**src/rtl/segre_tlb_refill_ctrl.sv**
```systemverilog
// Shared ITLB/DTLB refill controller: round-robin arbitration, one-level PTE walk, TLB write pulse.
// Optional invalid-PTE fault reporting is enabled with SEGRE_TLB_REFILL_FAULT_EN.
module segre_tlb_refill_ctrl #(
  parameter int WORD_SIZE      = 32,
  parameter int VIRT_PAGE_BITS = 20,
  parameter int PHYS_PAGE_BITS = 8
) (
  input  logic                      clk_i,
  input  logic                      rst_i,
  input  logic [WORD_SIZE-1:0]      ptbr_i,
  input  logic                      itlb_miss_i,
  input  logic [VIRT_PAGE_BITS-1:0] itlb_vpage_i,
  output logic                      itlb_we_o,
  input  logic                      dtlb_miss_i,
  input  logic [VIRT_PAGE_BITS-1:0] dtlb_vpage_i,
  output logic                      dtlb_we_o,
  output logic [VIRT_PAGE_BITS-1:0] refill_vpage_o,
  output logic [PHYS_PAGE_BITS-1:0] refill_ppage_o,
  output logic [1:0]                refill_mode_o,
  output logic                      mem_req_o,
  output logic [WORD_SIZE-1:0]      mem_addr_o,
  input  logic                      mem_gnt_i,
  input  logic                      mem_rvalid_i,
  input  logic [WORD_SIZE-1:0]      mem_rdata_i,
`ifdef SEGRE_TLB_REFILL_FAULT_EN
  output logic                      itlb_fault_o,
  output logic                      dtlb_fault_o,
`endif
  output logic                      busy_o
);

  typedef enum logic [1:0] {
    ST_IDLE  = 2'd0,
    ST_REQ   = 2'd1,
    ST_WAIT  = 2'd2,
    ST_WRITE = 2'd3
  } state_t;

  // Requester ids: 1'b0 = ITLB, 1'b1 = DTLB.
  state_t                      state_r;
  logic                        last_served_r;
  logic                        winner_r;
  logic [VIRT_PAGE_BITS-1:0]   vpage_r;
  logic                        grant_dtlb_s;
  logic [VIRT_PAGE_BITS-1:0]   sel_vpage_s;
  logic                        pte_valid_s;

  // Round-robin pick: on a tie the requester not served last wins.
  always_comb begin
    grant_dtlb_s = 1'b0;
    if (itlb_miss_i && dtlb_miss_i) begin
      grant_dtlb_s = ~last_served_r;
    end else if (dtlb_miss_i) begin
      grant_dtlb_s = 1'b1;
    end else begin
      grant_dtlb_s = 1'b0;
    end
    sel_vpage_s = grant_dtlb_s ? dtlb_vpage_i : itlb_vpage_i;
  end

  // PTE valid bit only matters when invalid-PTE faults are reported.
  always_comb begin
`ifdef SEGRE_TLB_REFILL_FAULT_EN
    pte_valid_s = mem_rdata_i[WORD_SIZE-1];
`else
    pte_valid_s = 1'b1;
`endif
  end

  // Walk FSM with all outputs registered.
  always_ff @(posedge clk_i) begin
    if (rst_i) begin
      state_r        <= ST_IDLE;
      last_served_r  <= 1'b0;
      winner_r       <= 1'b0;
      vpage_r        <= {VIRT_PAGE_BITS{1'b0}};
      itlb_we_o      <= 1'b0;
      dtlb_we_o      <= 1'b0;
      refill_vpage_o <= {VIRT_PAGE_BITS{1'b0}};
      refill_ppage_o <= {PHYS_PAGE_BITS{1'b0}};
      refill_mode_o  <= 2'b00;
      mem_req_o      <= 1'b0;
      mem_addr_o     <= {WORD_SIZE{1'b0}};
      busy_o         <= 1'b0;
`ifdef SEGRE_TLB_REFILL_FAULT_EN
      itlb_fault_o   <= 1'b0;
      dtlb_fault_o   <= 1'b0;
`endif
    end else begin
      itlb_we_o    <= 1'b0;
      dtlb_we_o    <= 1'b0;
`ifdef SEGRE_TLB_REFILL_FAULT_EN
      itlb_fault_o <= 1'b0;
      dtlb_fault_o <= 1'b0;
`endif
      case (state_r)
        ST_IDLE: begin
          if (itlb_miss_i || dtlb_miss_i) begin
            winner_r      <= grant_dtlb_s;
            last_served_r <= grant_dtlb_s;
            vpage_r       <= sel_vpage_s;
            // Address wraps modulo 2^WORD_SIZE by truncation of the sum.
            mem_addr_o    <= ptbr_i + {{(WORD_SIZE-VIRT_PAGE_BITS-2){1'b0}}, sel_vpage_s, 2'b00};
            mem_req_o     <= 1'b1;
            busy_o        <= 1'b1;
            state_r       <= ST_REQ;
          end else begin
            state_r <= ST_IDLE;
          end
        end
        ST_REQ: begin
          if (mem_gnt_i) begin
            mem_req_o <= 1'b0;
            state_r   <= ST_WAIT;
          end else begin
            state_r <= ST_REQ;
          end
        end
        ST_WAIT: begin
          if (mem_rvalid_i) begin
            state_r <= ST_WRITE;
            if (pte_valid_s) begin
              refill_vpage_o <= vpage_r;
              refill_ppage_o <= mem_rdata_i[PHYS_PAGE_BITS-1:0];
              refill_mode_o  <= mem_rdata_i[30:29];
              itlb_we_o      <= ~winner_r;
              dtlb_we_o      <= winner_r;
            end
`ifdef SEGRE_TLB_REFILL_FAULT_EN
            else begin
              itlb_fault_o <= ~winner_r;
              dtlb_fault_o <= winner_r;
            end
`endif
          end else begin
            state_r <= ST_WAIT;
          end
        end
        ST_WRITE: begin
          busy_o  <= 1'b0;
          state_r <= ST_IDLE;
        end
        default: begin
          mem_req_o <= 1'b0;
          busy_o    <= 1'b0;
          state_r   <= ST_IDLE;
        end
      endcase
    end
  end

endmodule

```
**config.mk**
```make
export PLATFORM = sky130hd
export DESIGN_NAME = segre_tlb_refill_ctrl
export DESIGN_NICKNAME = d
export VERILOG_FILES = /design/src/rtl/segre_tlb_refill_ctrl.sv
export SDC_FILE = /design/constraint.sdc
export NUM_CORES = 1
export LEC_CHECK = 0
export CAP_MARGIN = 20
export CORE_MARGIN = 2
export CORE_UTILIZATION = 45
export CTS_CLUSTER_SIZE = 10
export DETAILED_ROUTE_END_ITERATION = 16
export PLACE_DENSITY = 0.87
export SLEW_MARGIN = 20
export SYNTH_ARGS = -nofsm -noshare
export SYNTH_HDL_FRONTEND = slang
export SYNTH_SLANG_ARGS = --single-unit
```
**constraint.sdc**
```tcl
create_clock -name clk_i -period 4.2 [get_ports clk_i]
set_clock_uncertainty 0.05 [all_clocks]
set_input_delay 1.05 -clock clk_i [delete_from_list [all_inputs] [get_ports clk_i]]
set_output_delay 1.05 -clock clk_i [all_outputs]
set_load 0.05 [all_outputs]
```
==> impl_results.md <==
* EDFF count, synth at 0
* Routability cong. at 0.856
* Pleak at 0.00273 uW
* Worst-path clk slew at 0.09 ns
* Vias at 5,205
* Core Rows at 37
* Post-Syn Area per Cell at 7.91 sq um
* P&R area growth vs syn at 45.6%
* Die Ht at 108 um
* Max clock buf depth at 2
* Count of final setup violators at 0
* Final Slew Violations at 0
* Min Clock Period, post-route at 4.02 ns
* Largest net degree at the start of global routing at 99
* Post-synth ARST share at 0%
* Synth unique cells at 61
* # DRC at 0
* Final Cycle Share at 95.7%
* Placed wire-length estimate at 11,000 um
* Largest family of logic cells by synthesized area: simple AND/OR/NAND/NOR gates
* Final-report hold violation count at 0
* Xor/xnor share of the synthesized area at 2.00%
* Total power at 2610 uW
* Critical Path Fanout Max at 8
* Post-Place Cell Area at 0.00679 sq mm
* Status: finished clean
* Critical Path Source Type: primary input
* Max Cap Violations at 0
* Global route overflow at 0
* Ys Warns at 0
* DRT Pass-1 Iters at 5
* WS Path Type: primary input to flop
* Starting DRT DRC Count at 322
* Top-Level Pins at 176
* Power Density at 372 mW/mm^2
* CP Data Required Time at 4.41 ns
* Crit. End Element: flop
* Antenna fix cells at 0
* CTS Buf Count at 9
* Total wire length at 15,100 um
* Final net count at 923
* Global-route wire length before repair at 24,200 um
* Drt via density at 5.59
* Crit path DAT at 4.23 ns
* Worst slew pin tran at 0.966 ns
* Die Footprint at 0.0116 sq mm
* DR WL/cell at 16.2 um
* Initial antenna violation count at 0
* Compound-gate portion of the synthesized area at 20.2%
* Multiplexer share of the synthesized area at 4.64%
* PortBufs at 153
* Flop2flop setup slack at 1.02 ns
* CTS tree: yes
* Max Fclk at 0.249 GHz
* Clk_lat worst skew at 0.36 ns
* VDD IR max at 0.000196 V
* Syn Std Cell Area at 0.00482 sq mm
* Top FF cell, synth: dfxtp_1
* Vias in the first global route at 5,018
* Cells after Synth at 610
* Antenna-violating nets left at 0
* Die width at 108 um
* Clock Tree Root: clkbuf_8
* Core area at 0.0104 sq mm
* Seq/Total Area, Yosys at 36.9%
* Worst rel slew slack at 35.6%
* RSZ-0062 raised after global routing: false
* H-tree levels at 3
* Sink Count at 89
* Layout cells sized above 1 at 14.6%
* Syn_nets at 743
* Worst hold-check path type: flop to flop
* Adder-cell area share of the yosys netlist at 6.12%
* Seq cells post-synth at 89
* Design area at 0.00702 sq mm
* Total GRT Usage at 26.1%
* Synth Area in Simple Gates at 25.8%
* Starting Density at 46.5%
==> worst max-delay path, stage by stage <==
cell and delay (ns):
clkdlybuf4s50_1 0.50, a21boi_4 0.23, buf_12 0.14, buf_4 0.15
mux2_2 0.38, ha_1 0.38, and4_1 0.31, nand3_1 0.11
a21oi_2 0.17, nor3_4 0.10, or4b_1 0.54, o311a_1 0.15
==> synthesized netlist by cell type (5+ instances only) <==
cell | count | area (sq um)
clkbuf_1 | 24 | 90.1
and3_1 | 11 | 68.8
ha_1 | 22 | 275
o21ai_0 | 12 | 60.1
xnor2_1 | 5 | 43.8
nand3_1 | 10 | 50.1
dfxtp_1 | 89 | 1780
nand3b_1 | 8 | 60.1
a211oi_1 | 9 | 67.6
mux2_2 | 19 | 214
a21oi_1 | 76 | 380
o21a_1 | 5 | 37.5
buf_1 | 5 | 18.8
nand2_1 | 95 | 357
inv_1 | 5 | 18.8
nor3b_1 | 6 | 45.0
o21ai_1 | 5 | 25.0
buf_2 | 7 | 35.0
xor2_1 | 6 | 52.6
nor2_1 | 75 | 282
a31oi_1 | 12 | 75.1
a21o_1 | 8 | 60.1
nor3_1 | 32 | 160
==> routing by layer <==
| metal | GRT usage (%) | wire length, um | up-vias |
|---|---|---|---|
| met5 | 0 | 0 | - |
| met4 | 7.88 | 287 | 0 |
| met3 | 4.12 | 1090 | 26 |
| met2 | 45.6 | 7560 | 218 |
| met1 | 32.9 | 6180 | 2439 |
| li1 | - | - | 2522 |
==> layout by cell type (no fill, tap or decap), types with 12 or more instances in the layout <==
cell type	instances
clkdlybuf4s50_1	152
nand2_1	95
dfxtp_1	89
a21oi_1	75
nor2_1	74
buf_4	57
nor3_1	31
ha_1	22
mux2_2	19
a31oi_1	12
==> report_power, final <==
| part | switching [uW] | leakage, uW | total (uW) | internal (uW) |
|---|---|---|---|---|
| Sequential | 46.3 | 0.000730 | 973 | 927 |
| Combinational | 583 | 0.00189 | 1010 | 424 |
| Clock | 337 | 0.000103 | 635 | 298 |
==> path summary, 6_finish.rpt <==
check	depth (start not counted)	end	from
worst min register to register	2	refill_mode_o[0]	refill_mode_o[0]
worst max-delay path	12	mem_addr_o[28]	dtlb_miss_i
worst max register to register	11	mem_addr_o[28]	winner_r
worst min-delay path	2	refill_mode_o[0]	refill_mode_o[0]
==> repair_timing <==
item	4_1_cts	5_1_grt
buffers inserted	0	0
hold buffers	0	0
resized for setup	0	4
endpoints found under the setup margin	0	8
==> final cells by class <==
| type | instances | area, sq um |
|---|---|---|
| fill | 862 | 3350 |
| multi-input combinational | 475 | 2870 |
| timing repair buffer | 210 | 1970 |
| sequential | 89 | 1780 |
| tap | 136 | 170 |
| clock buffer | 10 | 138 |
| clock inverter | 6 | 72.6 |
| inverter | 5 | 18.8 |
==> sequential cells by signal (all words and copies together) (netlist names), named ones only <==
name,flops
mem_addr_o,32
refill_vpage_o,20
vpage_r,20
refill_ppage_o,8
refill_mode_o,2
busy_o,1
dtlb_we_o,1
itlb_we_o,1
mem_req_o,1
state_r,1
winner_r,1
==> cell families (layout without fill, tap and decap cells) <==
logic type | Yosys count | count (layout)
multiplexers | 20 | 20
adder cells (fa/ha/maj) | 23 | 23
XOR/XNOR | 11 | 11
flip-flops | 89 | 89
AO/OA/AOI/OAI | 156 | 156
buffers and inverters | 46 | 231
AND/OR/NAND/NOR | 265 | 265
==> stage by stage <==
| step | cells | setup TNS, ns | util (%) | hold WS, ns | setup WS, ns |
|---|---|---|---|---|---|
| 6_report | 931 | 0 | 67.7 | 0.408 | 0.181 |
| 5_1_grt | 931 | 0 | 67.7 | 0.426 | 0.00778 |
| 4_1_cts | 931 | 0 | 67.5 | 0.408 | 0.168 |
| 3_5_place_dp | 915 | -2.20 | 65.5 | 0.394 | -0.225 |
| 3_3_place_gp | 915 | -1.24 | 65.5 | 0.389 | -0.198 |
| 2_1_floorplan | 610 | 0 | - | 0.382 | 0.606 |
Note: power is estimated with default switching activity, not from simulation.
